**config.mk**
```make
export PLATFORM = sky130hd
export DESIGN_NAME = xor_mem_write_scheduler
export DESIGN_NICKNAME = d
export VERILOG_FILES = /design/src/rtl/xor_mem_pkg.sv /design/src/rtl/xor_mem_rr_pick.sv /design/src/rtl/xor_mem_write_scheduler.sv
export SDC_FILE = /design/constraint.sdc
export NUM_CORES = 1
export LEC_CHECK = 0
export CAP_MARGIN = 20
export CORE_ASPECT_RATIO = 2
export CORE_MARGIN = 2
export CORE_UTILIZATION = 52
export DETAILED_ROUTE_END_ITERATION = 10
export HOLD_SLACK_MARGIN = 0.03
export PLACE_DENSITY_LB_ADDON = 0.1
export SLEW_MARGIN = 15
export SYNTH_ARGS = -nofsm -noshare
export SYNTH_HDL_FRONTEND = slang
export SYNTH_SLANG_ARGS = --single-unit
```
**constraint.sdc**
```tcl
create_clock -name clk -period 16.56 [get_ports clk]
set_clock_uncertainty 0.1 [all_clocks]
set_input_delay 1.656 -clock clk [delete_from_list [all_inputs] [get_ports clk]]
set_output_delay 1.656 -clock clk [all_outputs]
set_load 0.02 [all_outputs]
```
**src/rtl/xor_mem_pkg.sv**
```systemverilog
`default_nettype none
// ============================================================================
// Module      : xor_mem_pkg
// Description : Shared types, constants and lane-slicing helpers for the
//               XOR multiported memory write front-end.
// Revision    : 1.0 - initial release
// ============================================================================
package xor_mem_pkg;

    // Number of write ports on the XOR memory (and request lanes here).
    localparam int NUM_WPORTS = 4;

    // Scheduler state: clear sweep, then normal traffic.
    typedef enum logic [0:0] {
        ST_INIT = 1'b0,
        ST_RUN  = 1'b1
    } state_t;

    // LSB position of lane 'lane' inside a flat vector of 'width'-bit lanes.
    function automatic int lane_lsb(input int lane, input int width);
        return lane * width;
    endfunction

    // Next lane in circular order 0..3 (natural 2-bit wrap).
    function automatic logic [1:0] lane_inc(input logic [1:0] lane);
        return lane + 2'd1;
    endfunction

endpackage
`default_nettype wire

```
**src/rtl/xor_mem_rr_pick.sv**
```systemverilog
`default_nettype none
// ============================================================================
// Module      : xor_mem_rr_pick
// Description : 4-way circular priority picker. Returns a one-hot grant for
//               the first set request bit at or after i_ptr, scanning
//               i_ptr, i_ptr+1, ... modulo 4. Zero grant if no request.
// Ports       : i_req   [4] request mask
//               i_ptr   [2] starting lane of the circular scan
//               o_grant [4] one-hot winner (or all zero)
// Revision    : 1.0 - initial release
// ============================================================================
module xor_mem_rr_pick
    import xor_mem_pkg::*;
(
    input  logic [NUM_WPORTS-1:0] i_req,
    input  logic [1:0]            i_ptr,
    output logic [NUM_WPORTS-1:0] o_grant
);

    logic [1:0] w_idx;
    logic       w_found;

    always_comb begin
        o_grant = '0;
        w_found = 1'b0;
        w_idx   = i_ptr;
        for (int i = 0; i < NUM_WPORTS; i++) begin
            // 2-bit addition wraps naturally, giving the circular order.
            w_idx = i_ptr + 2'(i);
            if (!w_found && i_req[w_idx]) begin
                o_grant[w_idx] = 1'b1;
                w_found        = 1'b1;
            end
        end
    end

endmodule
`default_nettype wire

```
**src/rtl/xor_mem_write_scheduler.sv**
```systemverilog
`default_nettype none
// ============================================================================
// Module      : xor_mem_write_scheduler
// Description : Front-end for the 4-write-port XOR multiported memory.
//               Accepts up to four writes per cycle on valid/ready lanes,
//               blocks same-address writes within a cycle (round-robin
//               winner) and cross-lane same-address writes in back-to-back
//               cycles, both of which would corrupt XOR bank contents.
//               After reset it optionally sweeps every address through
//               lane 0 with INIT_VALUE.
// Ports       : clk, rst           clock, async active-high reset
//               i_req_valid [4]    per-lane request valid
//               i_req_addr  [4*AW] lane k address at [k*AW +: AW]
//               i_req_data  [4*DW] lane k data at [k*DW +: DW]
//               o_req_ready [4]    per-lane accept (valid & ready = transfer)
//               o_we        [4]    memory write enables, ports 1..4
//               o_wa        [4*AW] memory write addresses
//               o_wd        [4*DW] memory write data
//               o_init_done        clear sweep finished (or skipped)
//               o_conflict_cnt[16] saturating count of hazard-stall cycles
// Revision    : 1.0 - initial release
// ============================================================================
module xor_mem_write_scheduler
    import xor_mem_pkg::*;
#(
    parameter int                    ADDR_WIDTH    = 10,
    parameter int                    DATA_WIDTH    = 32,
    parameter bit                    INIT_ON_RESET = 1'b1,
    parameter logic [DATA_WIDTH-1:0] INIT_VALUE    = '0
) (
    input  logic                             clk,
    input  logic                             rst,
    input  logic [NUM_WPORTS-1:0]            i_req_valid,
    input  logic [NUM_WPORTS*ADDR_WIDTH-1:0] i_req_addr,
    input  logic [NUM_WPORTS*DATA_WIDTH-1:0] i_req_data,
    output logic [NUM_WPORTS-1:0]            o_req_ready,
    output logic [NUM_WPORTS-1:0]            o_we,
    output logic [NUM_WPORTS*ADDR_WIDTH-1:0] o_wa,
    output logic [NUM_WPORTS*DATA_WIDTH-1:0] o_wd,
    output logic                             o_init_done,
    output logic [15:0]                      o_conflict_cnt
);

    // ------------------------------------------------------------------
    // Registered state
    // ------------------------------------------------------------------
    state_t                                  r_state;
    logic [ADDR_WIDTH-1:0]                   r_init_cnt;
    logic [1:0]                              r_rr_ptr;
    logic [NUM_WPORTS-1:0]                   r_we;
    logic [NUM_WPORTS-1:0][ADDR_WIDTH-1:0]   r_wa;
    logic [NUM_WPORTS-1:0][DATA_WIDTH-1:0]   r_wd;
    logic                                    r_init_done;
    logic [15:0]                             r_conflict_cnt;

    // ------------------------------------------------------------------
    // Combinational grant logic
    // ------------------------------------------------------------------
    logic [ADDR_WIDTH-1:0]                   w_addr  [NUM_WPORTS];
    logic [DATA_WIDTH-1:0]                   w_data  [NUM_WPORTS];
    logic [NUM_WPORTS-1:0]                   w_mask  [NUM_WPORTS];
    logic [NUM_WPORTS-1:0]                   w_grant [NUM_WPORTS];
    logic [NUM_WPORTS-1:0]                   w_blk;
    logic [NUM_WPORTS-1:0]                   w_ready;
    logic [NUM_WPORTS-1:0]                   w_coll;
    logic [NUM_WPORTS-1:0]                   w_win_oh;
    logic [NUM_WPORTS-1:0]                   w_accept;
    logic [1:0]                              w_win_idx;
    logic                                    w_fire;
    logic                                    w_stall;
    logic                                    w_run;

    assign w_run = (r_state == ST_RUN);

    // Back-to-back hazard: another lane wrote this lane's address on the
    // previous edge. A lane repeating its own address is harmless because
    // it lands in the same bank column.
    // Collision group of lane k: every unblocked lane with the same address
    // that is either lane k itself or actually requesting. Including k
    // unconditionally keeps ready independent of k's own valid, while only
    // valid peers can take the grant away from k.
    always_comb begin
        w_blk = '0;
        for (int k = 0; k < NUM_WPORTS; k++) begin
            for (int j = 0; j < NUM_WPORTS; j++) begin
                if ((j != k) && r_we[j] && (r_wa[j] == w_addr[k])) begin
                    w_blk[k] = 1'b1;
                end
            end
        end
        for (int k = 0; k < NUM_WPORTS; k++) begin
            for (int j = 0; j < NUM_WPORTS; j++) begin
                w_mask[k][j] = !w_blk[j] && (w_addr[j] == w_addr[k]) &&
                               ((j == k) || i_req_valid[j]);
            end
        end
    end

    for (genvar k = 0; k < NUM_WPORTS; k++) begin : g_lane
        assign w_addr[k] = i_req_addr[lane_lsb(k, ADDR_WIDTH) +: ADDR_WIDTH];
        assign w_data[k] = i_req_data[lane_lsb(k, DATA_WIDTH) +: DATA_WIDTH];

        xor_mem_rr_pick u_pick (
            .i_req   (w_mask[k]),
            .i_ptr   (r_rr_ptr),
            .o_grant (w_grant[k])
        );

        assign w_ready[k] = w_run && !w_blk[k] && w_grant[k][k];
    end

    // A lane is a collision winner when it is accepted while at least one
    // other valid lane shares its address. If several groups collide in the
    // same cycle, the pointer follows the first winner in circular order.
    always_comb begin
        w_coll = '0;
        for (int k = 0; k < NUM_WPORTS; k++) begin
            w_coll[k] = i_req_valid[k] && w_ready[k] &&
                        (|(w_mask[k] & (w_mask[k] - 4'd1)));
        end
    end

    xor_mem_rr_pick u_win (
        .i_req   (w_coll),
        .i_ptr   (r_rr_ptr),
        .o_grant (w_win_oh)
    );

    always_comb begin
        w_win_idx = '0;
        for (int k = 0; k < NUM_WPORTS; k++) begin
            if (w_win_oh[k]) begin
                w_win_idx = 2'(k);
            end
        end
        w_fire   = |w_coll;
        w_accept = i_req_valid & w_ready;
        w_stall  = w_run && (|(i_req_valid & ~w_ready));
    end

    // ------------------------------------------------------------------
    // State machine and registered memory-port drive
    // ------------------------------------------------------------------
    always_ff @(posedge clk or posedge rst) begin
        if (rst) begin
            r_state        <= INIT_ON_RESET ? ST_INIT : ST_RUN;
            r_init_cnt     <= '0;
            r_rr_ptr       <= '0;
            r_we           <= '0;
            r_wa           <= '0;
            r_wd           <= '0;
            r_init_done    <= !INIT_ON_RESET;
            r_conflict_cnt <= '0;
        end else begin
            case (r_state)
                ST_INIT: begin
                    r_we       <= {{(NUM_WPORTS-1){1'b0}}, 1'b1};
                    r_wa[0]    <= r_init_cnt;
                    r_wd[0]    <= INIT_VALUE;
                    r_init_cnt <= r_init_cnt + ADDR_WIDTH'(1);
                    if (&r_init_cnt) begin
                        r_state <= ST_RUN;
                    end
                end
                ST_RUN: begin
                    // Set on the first RUN edge, so it rises one cycle after
                    // the last sweep write is driven.
                    r_init_done <= 1'b1;
                    r_we        <= w_accept;
                    for (int k = 0; k < NUM_WPORTS; k++) begin
                        if (w_accept[k]) begin
                            r_wa[k] <= w_addr[k];
                            r_wd[k] <= w_data[k];
                        end
                    end
                    if (w_fire) begin
                        r_rr_ptr <= lane_inc(w_win_idx);
                    end
                    if (w_stall && (r_conflict_cnt != 16'hFFFF)) begin
                        r_conflict_cnt <= r_conflict_cnt + 16'd1;
                    end
                end
                default: begin
                    r_state <= ST_RUN;
                end
            endcase
        end
    end

    assign o_req_ready    = w_ready;
    assign o_we           = r_we;
    assign o_wa           = r_wa;
    assign o_wd           = r_wd;
    assign o_init_done    = r_init_done;
    assign o_conflict_cnt = r_conflict_cnt;

endmodule
`default_nettype wire

```
==> run metrics <==
CTS root buf clkbuf_16; FMAX 135 MHz; Die Span X 112 um; number of antenna violations at the first check in global routing 1; Finished Layout Cells 1806; CP max FO 7; Mapped Nets 1376; #FFs+latches synth 202; leak pwr 0.00668 uW; crit end category primary output; area fraction of the dominant cell type after synthesis 0.414; relative slew slack 0.288; Syn Std Cell Area 12200 sq um; DRC Markers 0; worst-margin pin slew 1.07 ns; share of cells above drive strength 1 0.118; number of global-route vias before repair 11100; Cell Pwr Density 62.3 nW/um^2; CTS tree done; drt wl/cell 25.0 um; CTS Hold Buffers Added 0; Peak VDD IR 121 uV; synth-to-layout area growth 34.0%; placed insts 1775; final core utilization 0.708; clk_lat worst skew 0.50 ns; Final Hold Vio Count 0; post-cts sizing count 0; hpwl dp 34600 um; Final period util 0.447; Post-DRT Antenna Nets 0; cell taking the most area after synthesis dfrtp_1; Filler Cell Count 1819; synth cell count leaders 202 x dfrtp_1, 162 x nand2_1, 139 x xnor2_1; TritonCTS Buffers 19; Max Slew Vio Count 0; # IOs 367; Total Wirelength 45200 um; post-CTS setup buffers 0; startpoint types input pin; syn avg cell area 10.2 sq um; R2R Setup Slk 11.57 ns; multi-input logic area 6580 sq um; most frequent cell after synthesis dfrtp_1; core area 23100 sq um; WS Path Type in -> out; Synth Warn # 0; synth top area cells dfrtp_1 41%, xnor2_1 10%, mux2_2 8.0%; crit path time final 7.40 ns; first-pass GRT wire length 66700 um; EDFF count, synth 0; post-synthesis cell count 1193; Hold Path Class reg -> reg; gp weighted congestion 1.06; Req. time, crit path 14.80 ns; Power, Total 1020 uW; worst-case clock buffer depth 3; RSZ-0062 raised after global routing false; Tot GR Track Use 0.353; Worst EP arrival 5.65 ns; Starting Density 0.528; die span in y 221 um; 1st-pass router iterations 5; Clock Pin Slew Worst Setup and Hold Paths 0.06 ns; maximum number of pins on one net before global-route repair 132; routed vias/inst 5.95; initial DRC count 788; setup TNS 0 ns; count of different cell masters after synthesis 90; total gr overflow 0; Finish-stage setup viols 0; ys flop type dfrtp_1; Clock Sinks 202; H-Tree Depth 1; DR vias 10700; fraction of registers with async set or reset after synthesis 1.00; Die Footprint 24800 sq um; MaxCap Viol Count 0; Register Area 5050 sq um; port bufs 366; Final Net Count 1696; Core Rows 79; status complete, no violations; post-synthesis sequential area ratio 0.414
==> logic make-up (layout without fill, tap and decap cells) <==
logic type	after synthesis	after routing	share of synthesized area
AOI/OAI and AO/OA	96	96	0.0643
xor gates and xnor gates	204	204	0.147
adders and majority gates	9	9	0.00922
buffers and inverters	98	427	0.0490
DFF	202	202	0.414
muxes	133	133	0.118
other	0	1	0
and+or+nand+nor	451	451	0.198
==> final cells by class <==
class                      count  area share
inverter                      20     0.00504
tap                          283      0.0216
sequential                   202       0.309
clock inverter                 4     0.00122
clock buffer                  26      0.0325
multi-input combinational    893       0.402
timing repair buffer         377       0.229
antenna                        1    0.000153
==> sequential cells by signal, indices dropped and copies added, names as in the netlist <==
signal and flops:
o_wa 40, o_conflict_cnt 16, r_rr_ptr 2, r_init_cnt 10, o_wd 128, r_state 1
o_init_done 1, o_we 4
==> power by group <==
group / internal [uW] / leakage, uW / total (uW) / switching, uW
combinational: 55.9 / 0.00363 / 117 / 61.5
sequential: 493 / 0.00277 / 493 / 0
clock: 223 / 0.000276 / 410 / 186
==> through the flow <==
stage / setup WS (ns) / hold WS (ns) / area (sq um)
floorplan: 9.29 / 0.363 / 12200
global placement: 9.25 / 0.348 / 15800
detailed placement: 9.24 / 0.362 / 15800
CTS: 9.25 / 0.379 / 16400
global route: 8.99 / 0.397 / 16400
finish: 9.16 / 0.376 / 16400
==> routing by layer <==
metal	up-vias	wire length, um	track usage
li1	4789	-	-
met1	5227	15200	0.360
met2	535	24000	0.652
met3	187	2740	0.0693
met4	0	3270	0.228
met5	-	0	0
==> critical path, stage by stage <==
cell and delay [ns]:
clkdlybuf4s50_1 0.85, xnor2_1 0.18, nand4_1 0.18, nor3_2 0.63, nor4_4 0.14, o41a_1 0.33, a211oi_1 0.32, or3_1 0.17
a211o_1 0.23, nand2_2 0.15, nor2_1 0.14, clkdlybuf4s50_1 0.66
==> final timing paths <==
path / from / end / cells after the start
max reg2reg: r_rr_ptr[0] / o_conflict_cnt[1] / 13
min: o_wd[45] / o_wd[45] / 2
max in group asynchronous: rst / o_wd[111] / 3
min in group asynchronous: rst / o_wd[1] / 2
min reg2reg: o_wd[45] / o_wd[45] / 2
max: i_req_addr[27] / o_req_ready[0] / 12
==> placed cells by master (no fill, tap or decap), types with 33 or more instances in the layout <==
master / Yosys / final
clkdlybuf4s50_1: 0 / 366
dfrtp_1: 202 / 202
mux2_2: 87 / 87
mux2i_1: 44 / 44
nand2_1: 162 / 162
nand3_1: 33 / 33
nand4_1: 52 / 52
nor2_1: 80 / 79
xnor2_1: 139 / 139
xor2_1: 63 / 63
Power figures use the tool's default switching activity.
